[config.mk]
export PLATFORM = sky130hd
export DESIGN_NAME = dbg_halt_ctrl
export DESIGN_NICKNAME = d
export VERILOG_FILES = /design/src/rtl/dbg_halt_ctrl.sv
export SDC_FILE = /design/constraint.sdc
export NUM_CORES = 1
export LEC_CHECK = 0
export CORE_UTILIZATION = 48
export DETAILED_ROUTE_END_ITERATION = 10
export MAX_ROUTING_LAYER = met4
export PLACE_DENSITY_LB_ADDON = 0.05
export SYNTH_ARGS = -nofsm -noshare
export SYNTH_HDL_FRONTEND = slang
export SYNTH_SLANG_ARGS = --single-unit
[constraint.sdc]
create_clock -name clk -period 2.6 [get_ports clk]
set_clock_uncertainty 0.1 [all_clocks]
set_input_delay 0.78 -clock clk [delete_from_list [all_inputs] [get_ports clk]]
set_output_delay 0.78 -clock clk [all_outputs]
set_load 0.02 [all_outputs]
[src/rtl/dbg_halt_ctrl.sv]
// Debug run-control sequencer: converts JTAG halt/resume/step/reset requests
// into a drained pipeline stall, holds the core halted and reports status.
module dbg_halt_ctrl #(
    parameter int DRAIN_MAX    = 16,
    parameter int RESET_CYCLES = 4,
    parameter int CNT_W        = 5
) (
    input  logic       clk,
    input  logic       rst_n,
    input  logic       jtag_halt_req,
    input  logic       jtag_resume_req,
    input  logic       jtag_step_req,
    input  logic       jtag_reset_req,
    input  logic       ifu_ctrl_valid,
    input  logic       biu_ctrl_stall,
    input  logic       int_ctrl_flush_req,
    output logic       dbg_ctrl_halt,
    output logic       dbg_ctrl_reset,
    output logic       dbg_halted,
    output logic       dbg_halt_ack,
    output logic       dbg_step_done,
    output logic       dbg_drain_timeout,
    output logic [2:0] dbg_state
);

    typedef enum logic [2:0] {
        ST_RUN    = 3'd0,
        ST_DRAIN  = 3'd1,
        ST_HALTED = 3'd2,
        ST_STEP   = 3'd3,
        ST_RESET  = 3'd4
    } state_t;

    // Terminal counts for the shared drain/step/reset counter
    localparam logic [CNT_W-1:0] DRAIN_LAST = CNT_W'(DRAIN_MAX - 1);
    localparam logic [CNT_W-1:0] RESET_LAST = CNT_W'(RESET_CYCLES - 1);
    localparam logic [CNT_W-1:0] CNT_ONE    = CNT_W'(1);

    state_t           state_reg, state_next;
    logic [CNT_W-1:0] cnt_reg, cnt_next;
    logic             step_flag_reg, step_flag_next;
    logic             timeout_reg, timeout_next;
    logic             halt_ack_next, step_done_next;
    logic             drain_clean;

    // A drain completes cleanly once neither the bus nor an interrupt flush is busy
    assign drain_clean = !biu_ctrl_stall && !int_ctrl_flush_req;

    // Next-state, counter and pulse logic; reset request overrides everything
    always_comb begin
        state_next     = state_reg;
        cnt_next       = cnt_reg;
        step_flag_next = step_flag_reg;
        timeout_next   = timeout_reg;
        halt_ack_next  = 1'b0;
        step_done_next = 1'b0;

        if (jtag_reset_req) begin
            state_next     = ST_RESET;
            cnt_next       = '0;
            step_flag_next = 1'b0;
        end else begin
            case (state_reg)
                ST_RUN: begin
                    if (jtag_halt_req) begin
                        state_next     = ST_DRAIN;
                        cnt_next       = '0;
                        step_flag_next = 1'b0;
                    end
                end
                ST_DRAIN: begin
                    if (drain_clean) begin
                        state_next   = ST_HALTED;
                        timeout_next = 1'b0;
                    end else if (cnt_reg == DRAIN_LAST) begin
                        state_next   = ST_HALTED;
                        timeout_next = 1'b1;
                    end else begin
                        cnt_next = cnt_reg + CNT_ONE;
                    end
                end
                ST_HALTED: begin
                    // Resume only counts once the halt level has been dropped
                    if (jtag_resume_req && !jtag_halt_req) begin
                        state_next = ST_RUN;
                    end else if (jtag_step_req) begin
                        state_next = ST_STEP;
                        cnt_next   = '0;
                    end
                end
                ST_STEP: begin
                    // One retirement, or give up after DRAIN_MAX cycles
                    if (ifu_ctrl_valid || (cnt_reg == DRAIN_LAST)) begin
                        state_next     = ST_DRAIN;
                        cnt_next       = '0;
                        step_flag_next = 1'b1;
                    end else begin
                        cnt_next = cnt_reg + CNT_ONE;
                    end
                end
                ST_RESET: begin
                    if (cnt_reg == RESET_LAST) begin
                        state_next = jtag_halt_req ? ST_DRAIN : ST_RUN;
                        cnt_next   = '0;
                    end else begin
                        cnt_next = cnt_reg + CNT_ONE;
                    end
                end
                default: begin
                    state_next     = ST_RUN;
                    cnt_next       = '0;
                    step_flag_next = 1'b0;
                end
            endcase

            // Completion pulse on entry to HALTED tells JTAG which request finished
            if ((state_next == ST_HALTED) && (state_reg != ST_HALTED)) begin
                halt_ack_next  = !step_flag_reg;
                step_done_next = step_flag_reg;
                step_flag_next = 1'b0;
            end
        end
    end

    // State, counter and registered outputs
    always_ff @(posedge clk or negedge rst_n) begin
        if (!rst_n) begin
            state_reg         <= ST_RUN;
            cnt_reg           <= '0;
            step_flag_reg     <= 1'b0;
            timeout_reg       <= 1'b0;
            dbg_ctrl_halt     <= 1'b0;
            dbg_ctrl_reset    <= 1'b0;
            dbg_halted        <= 1'b0;
            dbg_halt_ack      <= 1'b0;
            dbg_step_done     <= 1'b0;
        end else begin
            state_reg         <= state_next;
            cnt_reg           <= cnt_next;
            step_flag_reg     <= step_flag_next;
            timeout_reg       <= timeout_next;
            dbg_ctrl_halt     <= (state_next == ST_DRAIN) || (state_next == ST_HALTED) ||
                                 (state_next == ST_RESET);
            dbg_ctrl_reset    <= (state_next == ST_RESET);
            dbg_halted        <= (state_next == ST_HALTED);
            dbg_halt_ack      <= halt_ack_next;
            dbg_step_done     <= step_done_next;
        end
    end

    assign dbg_drain_timeout = timeout_reg;
    assign dbg_state         = state_reg;

endmodule
Word-level counts from Yosys, hierarchy flattened
Index checks and enable logic that the tools add are counted.
{ "word_totals": {"reg_bits": 15, "output_inout_bits": 9, "elab_cells": 77} }
{ "op_classes": {"addsub": 1, "n_eq_ne": 19, "muxes": 31, "bitwise": 1, "reduce_logical": 16} }
{ "ops": {"columns": ["op", "n"], "rows": [
  ["$mux W5", 8],
  ["$mux W3", 9],
  ["$pmux W5 S5", 1],
  ["$ne A3 B3 Y1 const B", 5],
  ["$pmux W3 S5", 1],
  ["$eq A3 B2 Y1 const B", 4],
  ["$mux W1", 11],
  ["$ne A4 B4 Y1 const B", 2],
  ["$eq A3 B1 Y1 const B", 2],
  ["$eq A3 B3 Y1 const B", 2],
  ["$reduce_and A3 Y1", 2],
  ["$add A5 B1 Y5 const B", 1],
  ["$eq A5 B2 Y1 const B", 1],
  ["$eq A5 B4 Y1 const B", 1],
  ["$reduce_and A5 Y1", 1],
  ["$logic_not A1 Y1", 4],
  ["$logic_and A1 B1 Y1", 3],
  ["$logic_not A3 Y1", 1],
  ["$logic_or A1 B1 Y1", 3],
  ["$ne A3 B1 Y1 const B", 1],
  ["$ne A3 B2 Y1 const B", 1],
  ["$pmux W1 S3", 1],
  ["$reduce_or A3 Y1", 1],
  ["$reduce_bool A2 Y1", 1],
  ["$not A1 Y1", 1]
]} }

Depth between registers and ports, before layout
{ "depth": {"depth_word": 9, "depth_mapped": 8} }

Worst setup path after synthesis
Ideal clock, no wire load.
{ "synth_path": {"path_type": "in2reg", "startpoint": "input jtag_reset_req", "endpoint": "register cnt_reg[3]", "setup_ns": 0.078, "t_arrival_ns": 1.867, "t_required_ns": 2.422, "setup_slack_ns": 0.555, "stages": 5, "n_path_buf": 1, "path_cell_list": "clkbuf_1 nor4b_1 a22oi_1 a211oi_1 o2bb2ai_1"} }
{ "synth_between": {"elab_chain_cells": 2, "word_cells_on_any_way": 7, "classes_between": "eq/ne (5); mux (1); reduce/logical (1)"} }
{ "synth_lines": {"columns": ["element", "line_no", "source"], "rows": [
  ["start: declaration", "13", "input logic jtag_reset_req,"],
  ["$ne A3 B3 Y1 (no source line)", null, null],
  ["$reduce_and A5 Y1 (no source line)", null, null],
  ["end signal: assignment", "139", "cnt_reg <= cnt_next;"],
  ["end: declaration", "40", "logic [CNT_W-1:0] cnt_reg, cnt_next;"]
]} }
Several ways; a longest one is shown, not always the timed one.
A chain may end at the register's enable or synchronous reset.

Worst setup path in the final report
{ "layout_path": {"startpoint": "register state_reg[2] (netlist: dbg_state[2])", "endpoint": "output dbg_state[2]"} }
{ "layout_rtl": {"columns": ["element", "line_no", "source"], "rows": [
  ["start: declaration", "39", "state_t state_reg, state_next;"],
  ["start signal: assignment", "138", "state_reg <= state_next;"],
  ["end: declaration", "23", "output logic [2:0] dbg_state"]
]} }
No word-level cell between the ends.

==> results.json <==
{
  "grt_first_pass_wirelength_um": 3060,
  "status": "complete, but fails checks",
  "postRouteAntennaNets": 0,
  "multiInputGateArea_um2": 410,
  "final_nets": 123,
  "syn_avg_cell_area_um2": 9.13,
  "cts_resized": 0,
  "cts_sinks": 15,
  "vias": 743,
  "clk_latency_ns": 0.28,
  "rsz0062_at_grt": "false",
  "power_frac_comb": 0.312,
  "synth-main-ff-cell": "dfrtp_1",
  "die_h_um": 43.6,
  "die_area_mm2": 0.00190,
  "placed_cell_area_mm2": 0.00102,
  "antenna_found_initial": 0,
  "crit_slowest_cell": "clkdlybuf4s50_1",
  "max-cap-violations": 0,
  "grt_pass1_vias": 693,
  "htreeDepth": 1,
  "synth_nets": 102,
  "ff2ff_setup_slack_ns": 0.38,
  "synth_warnings": 0,
  "crit_type": "register to output port",
  "hp-class": "register to register",
  "crit_path_end_kind": "output port",
  "grt-ovfl-total": 0,
  "setup_violations": 0,
  "cts-buffers-inserted": 3,
  "largest_reg_flops": 5,
  "rows": 14,
  "power_density_mw_per_mm2": 595,
  "start_util": 0.533,
  "crit_chain": "clkdlybuf4s50_1",
  "worstPathArrival_ns": 1.51,
  "tritoncts": "yes",
  "cts_setup_buffers": 0,
  "drive_above_1_share": 0.0721,
  "clkPwrFrac": 0.209,
  "netSwitchingFraction": 0.338,
  "routabilityCongestion": 0.858,
  "worst_setup_path_start_kind": "register",
  "mostFrequentLayoutCells": "clkdlybuf4s50_1, dfrtp_1, nor2_1",
  "worst_path_largest_cell_delay_ns": 0.67,
  "cts_max_path_buffers": 2,
  "diodes": 0,
  "final_common_cell": "clkdlybuf4s50_1",
  "p_switching_uw": 211,
  "synth_top_area_frac": 0.452,
  "stdcell_area_mm2": 0.00105,
  "finalCriticalPeriod_ns": 2.39,
  "syn_inst": 91,
  "drt_wl_total_um": 1790,
  "max_freq_mhz": 419,
  "yosysTopAreaCell": "dfrtp_1",
  "port_buffers": 17,
  "synth_edf_count": 0,
  "hold_buffers": 0,
  "post-place-ws_ns": 0.0562,
  "drt_iter0_drc": 8,
  "drv_slew": 0,
  "synthArstFlopShare": 1.00,
  "dieWidth_um": 43.6,
  "boundaryPins": 18,
  "cpLargestDelayFamily": "buffers and inverters",
  "coreArea_mm2": 0.00156,
  "ys_seq_elements": 15,
  "regArea_um2": 375,
  "clk_pin_slew_ns": 0.09,
  "leakagePower_uw": 0.000449,
  "syn_area_um2": 831,
  "seqPwrFrac": 0.479,
  "slew_headroom": 0.557,
  "tns_ns": 0,
  "fillers": 139,
  "cp_num_buf_inv": 1,
  "violations": "DRC",
  "max_slew.worst_pin.slew_ns": 0.662,
  "grt_max_degree": 16,
  "power.internal_uw": 415,
  "irDropWorstVdd_mv": 0.351,
  "period_share": 0.919,
  "syn2layout_area_growth_pct": 26.7,
  "required_ns": 1.72,
  "via_per_inst": 5.85,
  "wl_per_cell_um": 14.1,
  "yosysSeqAreaShare": 0.452,
  "synth_cell_types": 31,
  "drc": 2,
  "firstDrtPassIters": 7,
  "grt_util_all_layers": 0.226,
  "layout_setup_ws_ns": 0.211,
  "clock-root-buffer": "clkbuf_4",
  "hold_viol_final": 0,
  "crit_fanout": 12,
  "dp_hpwl_um": 1380,
  "synth_area_leaders": "dfrtp_1, nor2_1, inv_1"
}
cell type report:
type                            count  area share
Clock inverter                      1     0.00476
Timing Repair Buffer               19       0.176
Tap cell                           16      0.0190
Multi-Input combinational cell     64       0.390
Clock buffer                        3      0.0214
Inverter                            9      0.0321
Sequential cell                    15       0.357
cells in the mapped netlist (3+ instances only):
library cell and count:
a21oi_1 5, clkbuf_1 3, dfrtp_1 15, inv_1 9, nand2_1 3, nand3_1 4, nor2_1 13, nor2b_1 3
nor3_1 3, o21ai_0 4, o2bb2ai_1 3
final timing paths:
check	startpoint	to	cells after the start
setup / recovery	dbg_state[2]$_DFF_PN0_	dbg_state[2]	1
hold / removal	step_flag_reg$_DFFE_PN0P_	dbg_halt_ack$_DFF_PN0_	1
setup reg to reg	cnt_reg[0]$_DFFE_PN0P_	cnt_reg[4]$_DFFE_PN0P_	8
hold reg to reg	step_flag_reg$_DFFE_PN0P_	dbg_halt_ack$_DFF_PN0_	1
max in group asynchronous	rst_n	dbg_ctrl_halt$_DFF_PN0_	1
min in group asynchronous	rst_n	dbg_drain_timeout$_DFFE_PN0P_	1
metal layers:
layer,track usage,part of all wire,up-vias
met1,0.292,0.47,346
met4,0.0938,0.019,0
met3,0.0417,0.057,6
met2,0.346,0.46,23
li1,-,-,368
met5,-,0,-
logic make-up (layout without fill, tap and decap cells):
kind of cell,after synthesis,after routing,synth area share
flops,15,15,0.452
simple gates,37,37,0.236
mux,3,3,0.0392
fa+ha+maj,2,2,0.0301
buf+inv,12,32,0.0542
compound gates,22,22,0.188
stage by stage:
stage	util	total power [uW]	hold slack, ns	instances
2_1_floorplan	-	421	0.323	91
3_3_place_gp	0.657	492	0.343	123
3_5_place_dp	0.657	497	0.359	123
4_1_cts	0.675	630	0.360	127
5_1_grt	0.675	664	0.397	127
6_report	0.675	626	0.358	127
power by group through the flow:
stage / Clock [uW] / Sequential, uW / Combinational, uW
floorplan: 0 / 307 / 114
global placement: 0 / 301 / 191
detailed placement: 0 / 302 / 195
CTS: 136 / 298 / 196
global route: 146 / 304 / 214
finish: 131 / 300 / 195
Note: power is estimated with default switching activity, not from simulation.
